File: src/rtl/reg_bus_poller.sv
// reg_bus_poller: register-bus read initiator.
// Periodically (or on a start pulse) sweeps NUM_REGS consecutive 32-bit
// registers starting at BASE_ADDR. Each register gets one read: a single-cycle
// rd strobe with addr. The returned word, or 32'hDEADBEEF if the read times
// out, is then presented with its index on a valid/ready stream.
//
// Ports:
//   aclk, resetn         clock, asynchronous active-low reset
//   enable               periodic polling enable (one sweep per PERIOD_CLKS)
//   start                one-cycle pulse requesting an immediate sweep
//   addr, rd             read request toward responders (addr is 0 outside rd)
//   rdata, rvalid        read response
//   m_data, m_index,
//   m_last, m_valid,
//   m_ready              output stream, one word per register
//   busy                 sweep in progress
//   timeout_err          sticky read-timeout flag, cleared by start
//   m_tstamp             sweep start timestamp (only with POLLER_TIMESTAMP_EN)
//
// Optional feature macro: POLLER_TIMESTAMP_EN adds m_tstamp, a free-running
// cycle counter value latched when each sweep leaves IDLE.

module reg_bus_poller #(
  parameter int unsigned               ADDR_WIDTH   = 30,
  parameter logic [ADDR_WIDTH-1:0]     BASE_ADDR    = ADDR_WIDTH'(30'h10000000),
  parameter int unsigned               NUM_REGS     = 4,
  parameter int unsigned               PERIOD_CLKS  = 1000000,
  parameter int unsigned               TIMEOUT_CLKS = 16
) (
  input  logic                  aclk,
  input  logic                  resetn,
  input  logic                  enable,
  input  logic                  start,
  output logic [ADDR_WIDTH-1:0] addr,
  output logic                  rd,
  input  logic [31:0]           rdata,
  input  logic                  rvalid,
  output logic [31:0]           m_data,
  output logic [7:0]            m_index,
  output logic                  m_last,
  output logic                  m_valid,
  input  logic                  m_ready,
  output logic                  busy,
  output logic                  timeout_err
`ifdef POLLER_TIMESTAMP_EN
  ,
  output logic [31:0]           m_tstamp
`endif
);

  localparam int unsigned IDX_W = 8;
  localparam int unsigned TO_W  = $clog2(TIMEOUT_CLKS + 1);
  localparam int unsigned PT_W  = (PERIOD_CLKS > 1) ? $clog2(PERIOD_CLKS) : 1;

  localparam logic [IDX_W-1:0] LAST_IDX     = IDX_W'(NUM_REGS - 1);
  localparam logic [TO_W-1:0]  TO_LIMIT     = TO_W'(TIMEOUT_CLKS);
  localparam logic [PT_W-1:0]  PT_LAST      = PT_W'(PERIOD_CLKS - 1);
  localparam logic [31:0]      TIMEOUT_WORD = 32'hDEADBEEF;

  typedef enum logic [1:0] {
    S_IDLE  = 2'd0,
    S_ISSUE = 2'd1,
    S_WAIT  = 2'd2,
    S_PUSH  = 2'd3
  } state_t;

  state_t                r_state, w_state_nxt;
  logic [IDX_W-1:0]      r_idx, w_idx_nxt;
  logic [TO_W-1:0]       r_tcnt, w_tcnt_nxt;
  logic [ADDR_WIDTH-1:0] r_addr, w_addr_nxt;
  logic                  r_rd, w_rd_nxt;
  logic [31:0]           r_data, w_data_nxt;
  logic [IDX_W-1:0]      r_index, w_index_nxt;
  logic                  r_last, w_last_nxt;
  logic                  r_valid, w_valid_nxt;
  logic                  r_busy, w_busy_nxt;
  logic                  r_terr, w_terr_nxt;

  logic                  r_pending;
  logic                  w_take;
  logic [PT_W-1:0]       r_ptimer;
  logic                  w_wrap;

  // Period timer: counts only while enabled, wrap requests a sweep.
  assign w_wrap = enable && (r_ptimer == PT_LAST);

  always_ff @(posedge aclk or negedge resetn) begin
    if (!resetn) begin
      r_ptimer <= '0;
    end else if (!enable || w_wrap) begin
      r_ptimer <= '0;
    end else begin
      r_ptimer <= r_ptimer + PT_W'(1);
    end
  end

  // Single pending request; a request coinciding with the take is absorbed
  // by the sweep that is starting.
  always_ff @(posedge aclk or negedge resetn) begin
    if (!resetn) begin
      r_pending <= 1'b0;
    end else if (w_take) begin
      r_pending <= 1'b0;
    end else if (start || w_wrap) begin
      r_pending <= 1'b1;
    end
  end

  // FSM state and registered outputs.
  always_ff @(posedge aclk or negedge resetn) begin
    if (!resetn) begin
      r_state <= S_IDLE;
      r_idx   <= '0;
      r_tcnt  <= '0;
      r_addr  <= '0;
      r_rd    <= 1'b0;
      r_data  <= '0;
      r_index <= '0;
      r_last  <= 1'b0;
      r_valid <= 1'b0;
      r_busy  <= 1'b0;
      r_terr  <= 1'b0;
    end else begin
      r_state <= w_state_nxt;
      r_idx   <= w_idx_nxt;
      r_tcnt  <= w_tcnt_nxt;
      r_addr  <= w_addr_nxt;
      r_rd    <= w_rd_nxt;
      r_data  <= w_data_nxt;
      r_index <= w_index_nxt;
      r_last  <= w_last_nxt;
      r_valid <= w_valid_nxt;
      r_busy  <= w_busy_nxt;
      r_terr  <= w_terr_nxt;
    end
  end

  // Next-state and next-output logic.
  always_comb begin
    w_state_nxt = r_state;
    w_idx_nxt   = r_idx;
    w_tcnt_nxt  = r_tcnt;
    w_addr_nxt  = '0;
    w_rd_nxt    = 1'b0;
    w_data_nxt  = r_data;
    w_index_nxt = r_index;
    w_last_nxt  = r_last;
    w_valid_nxt = r_valid;
    w_busy_nxt  = r_busy;
    w_terr_nxt  = start ? 1'b0 : r_terr;
    w_take      = 1'b0;

    unique case (r_state)
      S_IDLE: begin
        if (r_pending) begin
          w_take      = 1'b1;
          w_idx_nxt   = '0;
          w_busy_nxt  = 1'b1;
          w_rd_nxt    = 1'b1;
          w_state_nxt = S_ISSUE;
        end
      end
      S_ISSUE: begin
        // Counter holds cycles elapsed since the rd strobe.
        w_tcnt_nxt  = TO_W'(1);
        w_state_nxt = S_WAIT;
      end
      S_WAIT: begin
        if (rvalid || (r_tcnt == TO_LIMIT)) begin
          // rvalid takes priority over a coincident timeout.
          if (rvalid) begin
            w_data_nxt = rdata;
          end else begin
            w_data_nxt = TIMEOUT_WORD;
            w_terr_nxt = 1'b1;
          end
          w_index_nxt = r_idx;
          w_last_nxt  = (r_idx == LAST_IDX);
          w_valid_nxt = 1'b1;
          w_state_nxt = S_PUSH;
        end else begin
          w_tcnt_nxt = r_tcnt + TO_W'(1);
        end
      end
      S_PUSH: begin
        if (m_ready) begin
          w_valid_nxt = 1'b0;
          if (r_idx == LAST_IDX) begin
            w_busy_nxt  = 1'b0;
            w_state_nxt = S_IDLE;
          end else begin
            w_idx_nxt   = r_idx + IDX_W'(1);
            w_rd_nxt    = 1'b1;
            w_state_nxt = S_ISSUE;
          end
        end
      end
      default: begin
        w_state_nxt = S_IDLE;
      end
    endcase

    // Address is only driven alongside the strobe; wraps modulo 2^ADDR_WIDTH.
    if (w_rd_nxt) begin
      w_addr_nxt = BASE_ADDR + ADDR_WIDTH'(w_idx_nxt);
    end
  end

  assign addr        = r_addr;
  assign rd          = r_rd;
  assign m_data      = r_data;
  assign m_index     = r_index;
  assign m_last      = r_last;
  assign m_valid     = r_valid;
  assign busy        = r_busy;
  assign timeout_err = r_terr;

`ifdef POLLER_TIMESTAMP_EN
  logic [31:0] r_cycles;
  logic [31:0] r_tstamp;

  // Free-running cycle counter, sampled once per sweep start.
  always_ff @(posedge aclk or negedge resetn) begin
    if (!resetn) begin
      r_cycles <= '0;
      r_tstamp <= '0;
    end else begin
      r_cycles <= r_cycles + 32'd1;
      if (w_take) begin
        r_tstamp <= r_cycles;
      end
    end
  end

  assign m_tstamp = r_tstamp;
`endif

endmodule

File: config.mk
export PLATFORM = sky130hd
export DESIGN_NAME = reg_bus_poller
export DESIGN_NICKNAME = d
export VERILOG_FILES = /design/src/rtl/reg_bus_poller.sv
export SDC_FILE = /design/constraint.sdc
export NUM_CORES = 1
export LEC_CHECK = 0
export CORE_ASPECT_RATIO = 2
export CORE_MARGIN = 1.5
export CORE_UTILIZATION = 35
export DETAILED_ROUTE_END_ITERATION = 10
export GPL_ROUTABILITY_DRIVEN = 0
export HOLD_SLACK_MARGIN = 0.02
export SLEW_MARGIN = 20
export SYNTH_ARGS = -nofsm -noshare
export SYNTH_HDL_FRONTEND = slang
export SYNTH_SLANG_ARGS = --single-unit
File: constraint.sdc
create_clock -name aclk -period 1.6 [get_ports aclk]
set_input_delay 0.16 -clock aclk [delete_from_list [all_inputs] [get_ports aclk]]
set_output_delay 0.16 -clock aclk [all_outputs]
set_load 0.03 [all_outputs]
# Word level (Yosys, flattened, before mapping)
# Index checks and enable logic that the tools add are counted.
[word_totals]
ff_bits = 111
latchBits = 0
ram_bits = 0
rom_bits = 0
input_bits = 38
output_inout_bits = 75
elab_cells = 75
memories = 0
[classes]
add_sub_neg = 4
n_mul = 0
div = 0
n_lt_le_gt_ge = 0
n_eq_ne = 11
n_shift = 0
n_mux = 32
bitwise_logic = 0
n_reduce_logical = 15
[op_table]
columns = ["operator", "n"]
rows = [
  ["$mux W32", 1],
  ["$add A29 B8 Y30 const A", 1],
  ["$mux W30", 1],
  ["$mux W8", 3],
  ["$add A20 B1 Y20 const B", 1],
  ["$eq A20 B20 Y1 const B", 1],
  ["$mux W20", 1],
  ["$mux W1", 16],
  ["$pmux W8 S2", 1],
  ["$ne A2 B2 Y1 const B", 5],
  ["$pmux W5 S2", 1],
  ["$add A8 B1 Y8 const B", 1],
  ["$eq A8 B2 Y1 const B", 1],
  ["$pmux W2 S4", 1],
  ["$reduce_bool A2 Y1", 4],
  ["$mux W2", 3],
  ["$pmux W1 S2", 3],
  ["$reduce_and A3 Y1", 2],
  ["$add A5 B1 Y5 const B", 1],
  ["$eq A5 B5 Y1 const B", 1],
  ["$mux W5", 1],
  ["$eq A2 B2 Y1 const B", 2],
  ["$reduce_and A2 Y1", 2],
  ["$reduce_and A4 Y1", 1],
  ["5 further kinds", 7],
]

# Logic depth before layout (Yosys ltp)
[depth]
ltp_word = 6
ltp_mapped = 7
depth_no_buf = 6

# Worst setup path after synthesis
# No wires, ideal clock.
[synth_path]
path_kind = "register -> register"
startpoint = "register r_state[0]"
endpoint = "register r_addr[7], in the netlist addr[7]"
setup_time_ns = 0.099
arrival_ns = 1.691
required_time_ns = 1.501
slack_ns = -0.190
stages_incl_launch_ff = 7
n_path_buf = 0
period_less_slack_ns = 1.790
path_cell_list = "dfrtp_1 inv_1 ha_1 nand2b_1 a41oi_2 o21ai_0 a311oi_1"
[synth_via]
elab_chain_len = 4
elab_cells_between_ends = 6
cone_classes = "1 x add/sub; 1 x eq/ne; 3 x mux; 1 x reduce/logical"
[synth_rtl]
columns = ["element", "line", "text"]
rows = [
  ["start, declared", "67", "state_t r_state, w_state_nxt;"],
  ["start signal, assigned", "124", "r_state <= w_state_nxt;"],
  ["$eq A2 B2 Y1 or $logic_not A2 Y1 (tied branches)", "153", "unique case (r_state)"],
  ["$pmux W8 S2", "153", ""],
  ["$add A29 B8 Y30", "205", "w_addr_nxt = BASE_ADDR + ADDR_WIDTH'(w_idx_nxt);"],
  ["$mux W30 (*)", "204", "if (w_rd_nxt) begin"],
  ["named net w_addr_nxt[7]", "70", "logic [ADDR_WIDTH-1:0] r_addr, w_addr_nxt;"],
  ["end signal, assigned", "127", "r_addr <= w_addr_nxt;"],
  ["end, declared", "70", ""],
]
# The timed path passes the listed nets; every way through them passes the cells marked *.
# A chain may end at the register's enable or synchronous reset.

# Worst setup path after layout
[layout_path]
startpoint = "register r_state[1]"
endpoint = "register r_addr[7], in the netlist addr[7]"
# The elaborated chain is that of the path after synthesis.

==> results.py <==
metrics = {
    "grt": {
        "grt_pass1_wl_um": 17550,
        "met2_usage_pct": 34.11,
        "grt_pass1_vias": 3537,
        "antenna_found_initial": 0,
        "grt.busiest_layer": "met2",
        "overflow": 0,
        "grt_use_met3_pct": 2.807,
        "grtUsageMet1_pct": 20.05,
        "grt_use_total_pct": 18.40,
        "grt_max_degree": 40,
    },
    "timing": {
        "fin_hold_ws_ps": 300.7,
        "rsz0062_at_grt": "true",
        "hold_viol_final": 0,
        "layout_setup_ws_ps": -44.90,
        "finClkSkew_ps": 9.772,
        "maxSlewViolCount": 0,
        "post-route-period-util_pct": 102.8,
        "timing.fmax_mhz": 607.9,
        "setup_viol": 2,
        "min_period_ps": 1645,
    },
    "floorplanning": {
        "dieArea_um2": 12360,
        "io_pins": 113,
        "coreArea_um2": 11350,
        "dieHeight_um": 155.7,
        "rows": 55,
        "start_util_pct": 35.94,
        "die_w_um": 79.36,
    },
    "logic_synthesis": {
        "yosys.area_share.xor_xnor_pct": 2.790,
        "ys_seq_area_share_pct": 54.57,
        "synth_top_family_by_area": "compound AO/OA/AOI/OAI gates",
        "syn-cell-area_um2": 4081,
        "netlist_instances": 373,
        "ys_seq_elements": 89,
        "synthAdderAreaFrac_pct": 2.452,
        "synthMuxAreaShare_pct": 0.7357,
        "synth_compound_area_share_pct": 17.08,
        "synth_ff_type": "dfrtp_1",
        "synth_edf_count": 0,
        "async_reset_ff_share_pct": 100.0,
        "ys.warnings.count": 0,
        "synthSimpleGateAreaFrac_pct": 15.67,
        "syn_area_per_cell_um2": 10.94,
        "synth_cell_type_count": 53,
    },
    "pwr": {
        "leakagePower_nw": 2.672,
        "p_clk_share_pct": 22.3,
        "power_density_nw_per_um2": 1573,
        "internal-power_mw": 6.078,
        "power_frac_comb_pct": 45.6,
        "seq_power_share_pct": 32.1,
        "switchingPower_mw": 3.553,
        "ir_worst_vdd_mv": 0.8663,
        "sw_frac_of_total_pct": 36.89,
    },
    "final_layout": {
        "final_layout_size_suffix_gt1_share_pct": 22.66,
        "multi_input_area_um2": 1826,
        "finalNetCount": 575,
        "layout_common_cells": "88 x dfrtp_1, 88 x clkdlybuf4s50_1, 58 x buf_4, 36 x nand2_1, 24 x o22a_1",
        "area_growth_pct": 50.03,
        "seqCellArea_um2": 2228,
        "nFillCells": 1026,
        "post-route-util_pct": 53.93,
        "n_antenna_cell": 0,
    },
    "setup_path": {
        "cp.required_ps": 1840,
        "crit_type": "reg -> reg",
        "r2r-end": "addr[7]$_DFF_PN0_",
        "worstSetupEndpointType": "register",
        "worstRegToRegCells": 7,
        "reg2reg_from": "r_state[1]$_DFFE_PN0P_",
        "reg2reg_slack_ps": -40,
        "cp_max_fo": 8,
        "arrival_ps": 1880,
        "startpoint_type": "register",
    },
    "place": {
        "port_buffers": 91,
        "dp_hpwl_um": 7891,
    },
    "clocking": {
        "cts_max_path_buffers": 2,
        "cts_tree": "built",
        "h-tree-depth": 3,
        "numCtsBuffers": 9,
        "clkLatencyLatePin_ps": 330,
        "root_buffer": "clkbuf_16",
        "clk_pin_slew_ps": 70,
        "cts.sinks": 89,
    },
    "detailed_routing": {
        "wl_per_cell_um": 16.00,
        "vias_per_cell": 5.024,
        "vias": 3396,
        "ant_nets": 0,
        "dr.pass1.iters": 4,
        "wirelength_um": 10820,
        "drcViolationCount": 0,
        "drt_iter0_drc": 204,
    },
    "job": {
        "drv_cap": 0,
    },
    "run_status": {
        "violations": "setup timing",
        "status": "finished, violations left",
    },
    "worst_hold_path": {
        "hp-class": "in -> async",
    },
}
[per-stage QoR]
stage	TNS [ps]	instance area (µm²)	cells	setup WS [ps]	power, mW
after floorplan	-76.83	4228	393	-41.35	5.467
after global placement	-153.4	5552	645	-66.83	7.186
after detailed placement	-1193	5552	645	-114.1	7.269
after CTS	-165.1	5943	668	-32.10	9.587
after global routing	-1021	6123	676	-114.1	10.16
final	-85.61	6123	676	-44.90	9.631
[worst max-delay path by stage]
stage                      startpoint                 to  slack (ps)  cells after the start
2_1_floorplan      r_idx[5]$_DFF_PN0_  addr[0]$_DFF_PN0_         -40                      5
3_3_place_gp   r_state[1]$_DFFE_PN0P_  addr[7]$_DFF_PN0_         -70                      6
3_5_place_dp   r_state[0]$_DFFE_PN0P_  addr[7]$_DFF_PN0_        -110                      6
4_1_cts        r_state[1]$_DFFE_PN0P_  addr[6]$_DFF_PN0_         -30                      7
5_1_grt        r_state[0]$_DFFE_PN0P_  addr[7]$_DFF_PN0_        -110                      7
6_report       r_state[1]$_DFFE_PN0P_  addr[7]$_DFF_PN0_         -40                      7
[worst max-delay path, cell delays in order (launching register included)]
cell      delay [ps]
dfrtp_1          430
inv_2            100
ha_4             200
nand2b_4         150
a41oi_4          190
buf_12           160
a41oi_2          100
a311oi_1         220
[synthesized netlist by cell type, types with 2 or more instances]
cell type | n | share of area, %
and2_1 | 4 | 0.61
a21oi_1 | 14 | 1.7
nand3_1 | 12 | 1.5
inv_1 | 13 | 1.2
clkbuf_1 | 6 | 0.55
nor2b_1 | 7 | 1.1
o21ai_2 | 2 | 0.43
and4_1 | 4 | 0.86
a41oi_1 | 2 | 0.43
nand4_1 | 8 | 1.2
a311oi_1 | 4 | 0.86
nand2_1 | 36 | 3.3
and3_1 | 4 | 0.61
or4_1 | 3 | 0.55
ha_1 | 8 | 2.5
a31oi_1 | 4 | 0.61
buf_2 | 3 | 0.37
nand3_2 | 2 | 0.49
dfrtp_1 | 89 | 55
xnor2_1 | 2 | 0.43
a22o_1 | 8 | 1.7
o22a_1 | 24 | 5.2
buf_4 | 23 | 4.2
o31ai_1 | 7 | 1.3
or3_1 | 5 | 0.77
nand2b_1 | 4 | 0.61
buf_1 | 3 | 0.28
nor3_1 | 2 | 0.25
xor2_1 | 11 | 2.4
nor2_1 | 21 | 1.9
o21ai_0 | 14 | 1.7
mux2i_1 | 3 | 0.74
[cell type report]
| type | instances | area share, % |
|---|---|---|
| Sequential cell | 89 | 36.39 |
| Multi-Input combinational cell | 256 | 29.81 |
| Timing Repair Buffer | 160 | 25.09 |
| Clock buffer | 11 | 3.964 |
| Tap cell | 142 | 2.902 |
| Clock inverter | 5 | 1.042 |
| Inverter | 13 | 0.7969 |
[power by group through the flow]
stage          sequential (mW)  combinational [mW]  clock [mW]
5_1_grt                   3.16                4.72        2.28
6_report                  3.09                4.39        2.15
2_1_floorplan             3.96                1.50           0
3_5_place_dp              3.13                4.14           0
3_3_place_gp              3.10                4.08           0
4_1_cts                   3.09                4.29        2.21
[cell families after synthesis]
| family | after synthesis |
|---|---|
| simple gates | 119 |
| compound gates | 92 |
| flops | 89 |
| buf+inv | 48 |
| xor+xnor | 13 |
| fa+ha+maj | 8 |
| mux | 3 |
| other cells | 1 |
[sequential cells by signal, indices dropped and copies added (netlist names), 2 cells and up]
name      count
r_idx         8
addr          9
m_data       32
r_state       2
m_index       8
r_tcnt        5
r_ptimer     20
[routing by layer]
layer | up-vias | share of wire (%)
li1 | 1617 | -
met5 | - | 0
met3 | 15 | 2.7
met2 | 67 | 57
met1 | 1697 | 37
met4 | 0 | 2.7
[what timing repair did]
action | in CTS | in global routing
pin swaps | 4 | 8
endpoints found under the setup margin | 35 | 52
cloned | 0 | 1
hold buffers | 1 | 0
resized for setup | 6 | 36
setup buffers | 6 | 7
hold endpoints to repair | 24 | 0
Note: power is estimated with default switching activity, not from simulation.
